===== config.mk =====
export PLATFORM = sky130hd
export DESIGN_NAME = operand_fetch_flat
export DESIGN_NICKNAME = d
export VERILOG_FILES = /design/src/rtl/proc_pkg.sv /design/src/rtl/operand_fetch_if.sv /design/src/rtl/reg_file_1r1w.sv /design/src/rtl/operand_fetch.sv /design/src/flat_wrapper.sv
export SDC_FILE = /design/constraint.sdc
export NUM_CORES = 1
export LEC_CHECK = 0
export ABC_AREA = 1
export BUFFER_PORTS_ARGS = -buffer_cell sky130_fd_sc_hd__buf_2
export CAP_MARGIN = 20
export CORE_ASPECT_RATIO = 2
export CORE_MARGIN = 1.5
export CORE_UTILIZATION = 55
export DETAILED_ROUTE_END_ITERATION = 8
export GPL_TIMING_DRIVEN = 0
export PLACE_DENSITY = 0.82
export SYNTH_ARGS = -nofsm -noshare
export SYNTH_HDL_FRONTEND = slang
export SYNTH_SLANG_ARGS = --single-unit
export TNS_END_PERCENT = 1

===== constraint.sdc =====
create_clock -name clk -period 9.7 [get_ports clk]
set_input_delay 0.97 -clock clk [delete_from_list [all_inputs] [get_ports clk]]
set_output_delay 0.97 -clock clk [all_outputs]
set_load 0.05 [all_outputs]

===== src/rtl/proc_pkg.sv =====
// Shared datapath constants and the operand-fetch FSM encoding.
package proc_pkg;
    localparam int W    = 16;
    localparam int NREG = 8;
    localparam int AW   = 3;

    localparam logic [1:0] ST_IDLE  = 2'd0;
    localparam logic [1:0] ST_READ1 = 2'd1;
    localparam logic [1:0] ST_READ2 = 2'd2;
    localparam logic [1:0] ST_HOLD  = 2'd3;

    typedef enum logic [1:0] {
        S_IDLE  = ST_IDLE,
        S_READ1 = ST_READ1,
        S_READ2 = ST_READ2,
        S_HOLD  = ST_HOLD
    } state_e;
endpackage


===== src/rtl/operand_fetch_if.sv =====
// Request, writeback and operand-pair signals of the operand fetch stage.
interface operand_fetch_if #(
    parameter int w  = proc_pkg::W,
    parameter int AW = proc_pkg::AW
);
    // Both handshakes complete on a rising edge where valid and ready are both high;
    // valid must not depend on ready, and the pair is stable while op_valid is high.
    logic          req_valid;
    logic          req_ready;
    logic [AW-1:0] src1;
    logic [AW-1:0] src2;
    logic          wb_en;
    logic [AW-1:0] wb_addr;
    logic [w-1:0]  wb_data;
    logic [w-1:0]  numar1;
    logic [w-1:0]  numar2;
    logic          op_valid;
    logic          op_ready;

    modport master (
        output req_valid, src1, src2, wb_en, wb_addr, wb_data, op_ready,
        input  req_ready, numar1, numar2, op_valid
    );

    modport slave (
        input  req_valid, src1, src2, wb_en, wb_addr, wb_data, op_ready,
        output req_ready, numar1, numar2, op_valid
    );
endinterface


===== src/rtl/reg_file_1r1w.sv =====
// Register file with one combinational read port and one synchronous write port.
module reg_file_1r1w #(
    parameter int w    = 16,
    parameter int NREG = 8,
    parameter int AW   = 3
) (
    input  logic          clk,
    input  logic          rst,
    input  logic          we,
    input  logic [AW-1:0] waddr,
    input  logic [w-1:0]  wdata,
    input  logic [AW-1:0] raddr,
    output logic [w-1:0]  rdata
);
    logic [w-1:0] mem_q [NREG];

    always_ff @(posedge clk or posedge rst) begin
        if (rst) begin
            for (int i = 0; i < NREG; i++) begin
                mem_q[i] <= '0;
            end
        end else if (we) begin
            mem_q[waddr] <= wdata;
        end
    end

    assign rdata = mem_q[raddr];
endmodule


===== src/rtl/operand_fetch.sv =====
// Fetches two source registers on consecutive cycles and holds the pair for the logic unit.
module operand_fetch
    import proc_pkg::*;
#(
    parameter int w    = W,
    parameter int NREG = proc_pkg::NREG,
    parameter int AW   = proc_pkg::AW
) (
    input  logic                clk,
    input  logic                rst,
    operand_fetch_if.slave      bus,
    output logic [1:0]          state_o
);
    state_e        state_q, state_d;
    logic [AW-1:0] src1_q, src2_q;
    logic [w-1:0]  numar1_q, numar2_q;
    logic [AW-1:0] raddr;
    logic [w-1:0]  rdata;
    logic [w-1:0]  rd_byp;

    assign raddr = (state_q == S_READ2) ? src2_q : src1_q;

    reg_file_1r1w #(
        .w    (w),
        .NREG (NREG),
        .AW   (AW)
    ) u_rf (
        .clk   (clk),
        .rst   (rst),
        .we    (bus.wb_en),
        .waddr (bus.wb_addr),
        .wdata (bus.wb_data),
        .raddr (raddr),
        .rdata (rdata)
    );

    // Write-first: a same-edge writeback to the index being read wins over the stored value.
    assign rd_byp = (bus.wb_en && (bus.wb_addr == raddr)) ? bus.wb_data : rdata;

    always_comb begin
        state_d = state_q;
        case (state_q)
            S_IDLE:  if (bus.req_valid) state_d = S_READ1;
            S_READ1: state_d = S_READ2;
            S_READ2: state_d = S_HOLD;
            S_HOLD:  if (bus.op_ready) state_d = S_IDLE;
        endcase
    end

    always_ff @(posedge clk or posedge rst) begin
        if (rst) begin
            state_q  <= S_IDLE;
            src1_q   <= '0;
            src2_q   <= '0;
            numar1_q <= '0;
            numar2_q <= '0;
        end else begin
            state_q <= state_d;
            if (state_q == S_IDLE && bus.req_valid) begin
                src1_q <= bus.src1;
                src2_q <= bus.src2;
            end
            if (state_q == S_READ1) numar1_q <= rd_byp;
            if (state_q == S_READ2) numar2_q <= rd_byp;
        end
    end

    assign bus.req_ready = (state_q == S_IDLE);
    assign bus.op_valid  = (state_q == S_HOLD);
    assign bus.numar1    = numar1_q;
    assign bus.numar2    = numar2_q;
    assign state_o       = state_q;
endmodule


===== src/flat_wrapper.sv =====
// flat-port wrapper written by rule: the top's interface ports become plain ports
module operand_fetch_flat import proc_pkg::*;
#(
    parameter int w    = W,
    parameter int NREG = proc_pkg::NREG,
    parameter int AW   = proc_pkg::AW
)
  (clk, rst, state_o, bus_req_valid, bus_src1, bus_src2, bus_wb_en, bus_wb_addr, bus_wb_data, bus_op_ready, bus_req_ready, bus_numar1, bus_numar2, bus_op_valid);
  operand_fetch_if #(.w(w), .AW(AW)) bus_i ();
  input  logic clk;
  input  logic rst;
  output logic [1:0] state_o;
  input wire logic [$bits(bus_i.req_valid)-1:0] bus_req_valid;
  input wire logic [$bits(bus_i.src1)-1:0] bus_src1;
  input wire logic [$bits(bus_i.src2)-1:0] bus_src2;
  input wire logic [$bits(bus_i.wb_en)-1:0] bus_wb_en;
  input wire logic [$bits(bus_i.wb_addr)-1:0] bus_wb_addr;
  input wire logic [$bits(bus_i.wb_data)-1:0] bus_wb_data;
  input wire logic [$bits(bus_i.op_ready)-1:0] bus_op_ready;
  output wire logic [$bits(bus_i.req_ready)-1:0] bus_req_ready;
  output wire logic [$bits(bus_i.numar1)-1:0] bus_numar1;
  output wire logic [$bits(bus_i.numar2)-1:0] bus_numar2;
  output wire logic [$bits(bus_i.op_valid)-1:0] bus_op_valid;
  assign bus_i.req_valid = bus_req_valid;
  assign bus_i.src1 = bus_src1;
  assign bus_i.src2 = bus_src2;
  assign bus_i.wb_en = bus_wb_en;
  assign bus_i.wb_addr = bus_wb_addr;
  assign bus_i.wb_data = bus_wb_data;
  assign bus_i.op_ready = bus_op_ready;
  assign bus_req_ready = bus_i.req_ready;
  assign bus_numar1 = bus_i.numar1;
  assign bus_numar2 = bus_i.numar2;
  assign bus_op_valid = bus_i.op_valid;
  operand_fetch #(.w(w), .NREG(NREG), .AW(AW)) u_core (.clk(clk), .rst(rst), .bus(bus_i), .state_o(state_o));
endmodule

* Yosys cells after proc, flatten, opt, wreduce, memory -nomap -nowiden
Cells that the tools add are included.
** Storage, ports and cells
- Word-level logic and storage cells :: 40
- Memory bits (read-only) :: 0
- RAM bits :: 0
- Memories kept :: 0
- Bits in latches :: 0
- Input bits :: 30
- Bits in registers :: 168
- Output and inout port bits :: 36
** Operators by class
- Div/mod/pow operators :: 0
- Bitwise logic cells :: 2
- Add/sub/neg operators :: 0
- Shift operators :: 0
- $mul :: 0
- Reduce and logical (&&, ||, !) cells :: 5
- Magnitude comparators :: 3
- Equality and inequality tests :: 6
- Muxes and demuxes :: 11
** Operators with widths (number)
- 128-bit bitwise mux :: 1
- 16-bit 2-to-1 mux :: 4
- 16-bit binary-select mux with 3-bit select :: 1
- 16-bit demux with 3-bit select :: 1
- 4-bit greater-or-equal comparator, second input constant :: 2
- 3-bit NOT with 4-bit output :: 2
- 2-bit one-hot mux with 4 select lines :: 1
- 2-bit equality test, second input constant :: 2
- 4-bit by 1-bit less-than comparator with 1-bit output, second input constant :: 1
- 2-bit 2-to-1 mux :: 2
- 2-bit != test, second input constant :: 2
- 3-bit equality test :: 1
- 1-bit logical AND :: 3
- 3-bit 2-to-1 mux :: 1
- 2-bit by 1-bit equality test with 1-bit output, second input constant :: 1
- 2-bit logical NOT :: 1
- 2-bit AND reduction :: 1

* Logic depth before layout (Yosys ltp)
- Depth in word-level cells :: 7
- Depth in mapped cells :: 15
- Mapped depth without buffers :: 14

* Modules after synthesis
Synthesis repeated with hierarchy kept, for this count alone.
** Unflattened totals
- Cell total of the unflattened synthesis :: 1145
- Area, all modules :: 8533.2 um^2
** By module, submodules not included
- reg_file_1r1w :: times used 1, cells each 868, area an instance 6279.8 um^2, seq. area each 3203.1 um^2
- operand_fetch :: times used 1, cells each 277, area an instance 2253.4 um^2, seq. area each 1001.0 um^2

* Worst setup path after synthesis
No wires, ideal clock.
- Path kind :: register -> register
- From :: register u_core.state_q[0] (netlist: u_core.state_o[0])
- To :: register u_core.numar1_q[0] (netlist: u_core.bus.numar1[0])
- Clock period less this slack :: 2.281 ns
- Cell stages (with the launch flop) :: 15
- Path slack :: 7.419 ns
- Buffers on the path :: 2
- Data arrival time :: 2.164 ns
- Required time :: 9.582 ns
- Library setup time :: 0.118 ns
- Path through :: dfrtp_1 inv_1 ha_1 inv_2 buf_4 nand2_2 nand3_1 nand2_1 nor2_2 nand2_4 buf_2 nand3_1 nand2_1 nand2_1 nand2_1
** Between the ends
- Cells in the longest elaborated chain, start to end :: 7
- Elaborated cells on any way between the ends :: 10
- Classes of those cells :: eq/ne: 3; mux: 5; bitwise: 1; reduce/logical: 1
** Ends and longest elaborated chain
- start: declaration :: RTL line operand_fetch.sv:14 : state_e state_q, state_d;
- start signal: assignment :: RTL line operand_fetch.sv:58 : state_q <= state_d;
- 2-bit equality test :: RTL line operand_fetch.sv:21 : assign raddr = (state_q == S_READ2) ? src2_q : src1_q;
- 3-bit 2-to-1 mux :: RTL line operand_fetch.sv:21
- 3-bit NOT with 4-bit output (implied by the code) :: RTL line reg_file_1r1w.sv:27 : assign rdata = mem_q[raddr];
- 16-bit binary-select mux with 3-bit select :: RTL line reg_file_1r1w.sv:27
- 16-bit 2-to-1 mux (implied by the code) (2 in series) :: RTL line reg_file_1r1w.sv:27
- 16-bit 2-to-1 mux :: RTL line operand_fetch.sv:38 : assign rd_byp = (bus.wb_en && (bus.wb_addr == raddr)) ? bus.wb_data : rdata;
- end signal: assignment :: RTL line operand_fetch.sv:63 : if (state_q == S_READ1) numar1_q <= rd_byp;
- end: declaration :: RTL line operand_fetch.sv:16 : logic [w-1:0] numar1_q, numar2_q;
Parallel ways exist; a longest one is shown, timed or not. The select of a mux whose other input is x is not followed.
A chain may end at the register's enable or synchronous reset.

* Final worst setup path
- From :: register u_core.state_q[0] (netlist: u_core.state_o[0])
- To :: register u_core.numar1_q[1] (netlist: u_core.bus.numar1[1])
The elaborated chain is that of the path after synthesis.

==> qor.txt <==
run status = finished clean
critical path's top delay family = buffers and inverters
Max Slew Vio Count = 0
Via-to-Cell Ratio = 5.43
Final setup viols = 0
Clock Skew = 0.00734 ns
Detailed Place HPWL = 16.7 mm
vias in the first global route = 7,216
clock slew at reported path FFs = 0.07 ns
starting density of the core = 56.3%
Area contributors post-synth = dfrtp_1 (52%), nand2_1 (16%), nand3_1 (11%)
Rel. slew slack = 52.6%
die footprint = 0.0156 mm^2
fin crit period = 2.60 ns
number of clock sinks = 168
register area share after synthesis = 51.8%
critical path cell sequence = inv_1 > ha_1 > inv_2 > nand2_1 > nand2_2 > inv_1 > clkbuf_1 > nand3_1 > nand3_1 > nand2_1 > nand2_1 > nand2_1
Period Utilization, post-route = 26.8%
I/O pin count = 66
Final Power = 3.29 mW
r2r setup slk = 7.10 ns
routability congestion estimate = 0.945
Post-DRT Antenna Nets = 0
# hold bufs at CTS = 0
CTS tree = done
Worst EP arrival = 2.94 ns
IO Port Bufs = 65
YS warnings = 0
first-pass GRT wire length = 35.4 mm
Slew @ Worst Pin = 0.706 ns
post-cts repair resize count = 0
H-tree depth = 4
Hold Path Class = flip-flop to flip-flop
hold slack = 0.474 ns
library cells used by synthesis = 22
CTS max path bufs = 2
Post-Syn Nets = 1,100
largest net degree at the start of global routing = 88
fillers = 1,240
Worst EP required = 10.04 ns
dominant synthesized flop cell = dfrtp_1
Max stage delay cell, worst path = clkbuf_1
post-synth top area share = 51.8%
GR Overflow Total = 0
share of cells above drive strength 1 = 11.7%
critical path endpoint category = flip-flop
post-synthesis area per instance = 7.63 um^2
maximum VDD drop = 174 uV
CTS Buf Count = 17
Synth area leader = dfrtp_1
Root Driver = clkbuf_16
Fin. Hold Viols = 0
FMAX = 385 MHz
number of DRC markers in iteration 0 = 592
Async SR Flop Fraction = 100%
Final Net Count = 1,185
area occupied by registers = 0.00420 mm^2
Post-CTS Setup Inserts = 0
core area = 0.0144 mm^2
DRC Markers = 0
P per Cell Area = 353 mW/mm^2
total wire length = 22.1 mm
DRT Pass-1 Iters = 5
Die H = 175 um
wire per inst = 16.3 um
leakage power = 4.98 nW
FP Rows = 62
EDFF count, synth = 0
Max Cap Viol = 0
footprint of the multi-input gates = 0.00305 mm^2
Slowest Stage Delay on Critical Path = 0.48 ns
Inserted Diodes = 0
Post-Synthesis Cells = 1,065
Syn Std Cell Area = 0.00812 mm^2
post-synthesis register bit count = 168
P&R area growth vs syn = 14.6%
Die X = 88.9 um
total number of vias = 7,352
post-route setup TNS = 0 ns
initial antenna violation count = 0
Tot GR Track Use = 30.4%
most numerous cell on the critical path = nand2_1
clock latency on the worst-skew pair = 0.45 ns
Worst Setup Start Kind = flip-flop
RSZ-0062 raised after global routing = false
Buf+Inv Stages, Crit Path = 4
Max FO, Critical Path = 10
CP Class = flip-flop to flip-flop
-- report_power, final --
group | total, mW | switching (mW) | leakage [nW] | internal [mW]
registers | 0.977 | 0.0924 | 2.09 | 0.885
logic | 1.63 | 1.16 | 2.60 | 0.470
clock network | 0.679 | 0.314 | 0.283 | 0.365
total | 3.29 | 1.57 | 4.98 | 1.72
-- cells by family after synthesis --
family          count (synthesis)  synth area share [%]
mux                             2                 0.277
compound gates                137                  8.46
flops                         168                  51.8
simple gates                  539                  28.1
fa+ha+maj                       5                 0.770
buf+inv                       214                  10.7
-- state kept, by name, indices dropped and copies added (netlist names) --
name               cells
u_core.u_rf.mem_q    128
u_core.state_o         2
u_core.bus.numar2     16
u_core.src1_q          3
u_core.bus.numar1     16
u_core.src2_q          3
-- layer usage --
metal | vias to the layer above | routed length, um | track usage (%)
met3 | 107 | 1080 | 5.20
met5 | - | 0 | 0
met1 | 3407 | 7980 | 32.0
met4 | 0 | 1610 | 21.2
li1 | 3515 | - | -
met2 | 323 | 11400 | 52.8
-- per-stage QoR --
stage | instance area (um^2) | setup WS, ns | utilization (%) | cells
6_report | 9310 | 7.10 | 64.5 | 1355
5_1_grt | 9310 | 6.93 | 64.5 | 1355
4_1_cts | 9310 | 7.15 | 64.5 | 1355
3_5_place_dp | 8720 | 7.11 | 60.5 | 1323
3_3_place_gp | 8690 | 2.53 | 60.2 | 1322
2_1_floorplan | 8120 | 4.18 | - | 1065
-- cell usage in the layout, fill, tap and decap left out, types with 3 or more instances in the layout --
| cell type | n |
|---|---|
| nand3_1 | 180 |
| inv_6 | 6 |
| buf_4 | 8 |
| nand2_1 | 339 |
| a21oi_1 | 5 |
| o21ai_0 | 130 |
| clkbuf_1 | 35 |
| nand2_2 | 5 |
| inv_2 | 3 |
| ha_1 | 5 |
| inv_8 | 5 |
| nor2_1 | 11 |
| buf_2 | 78 |
| inv_1 | 150 |
| dfrtp_1 | 168 |
| clkbuf_16 | 17 |
-- path summary, 6_finish.rpt --
path,from,end,depth (start not counted)
max,u_core.state_o[0],u_core.bus.numar1[1],12
min,u_core.bus.numar1[3],u_core.bus.numar1[3],2
max reg2reg,u_core.state_o[0],u_core.bus.numar1[1],12
min reg2reg,u_core.bus.numar1[3],u_core.bus.numar1[3],2
max in group asynchronous,rst,u_core.bus.numar2[13],3
min in group asynchronous,rst,u_core.u_rf.mem_q[108],2
-- layout make-up --
cell class	instances	area share (%)
Buffer	59	3.04
Clock buffer	17	4.57
Clock inverter	15	1.68
Inverter	155	6.36
Multi-Input combinational cell	683	32.8
Sequential cell	168	45.2
Tap cell	192	2.58
Timing Repair Buffer	66	3.79
-- synthesized netlist by cell type, types with 5 or more instances --
master	instances
dfrtp_1	168
nor2_1	11
ha_1	5
nand2_1	339
clkbuf_1	35
buf_2	13
o21ai_0	130
a21oi_1	5
inv_1	151
nand2_2	5
buf_4	8
nand3_1	180
-- tightest hold or removal path: cells and delay by family, from the launching register on --
family	cells	cell delay (ns)
flip-flops	1	0.34
AND/OR/NAND/NOR	2	0.10
(Power assumes the default switching activity.)
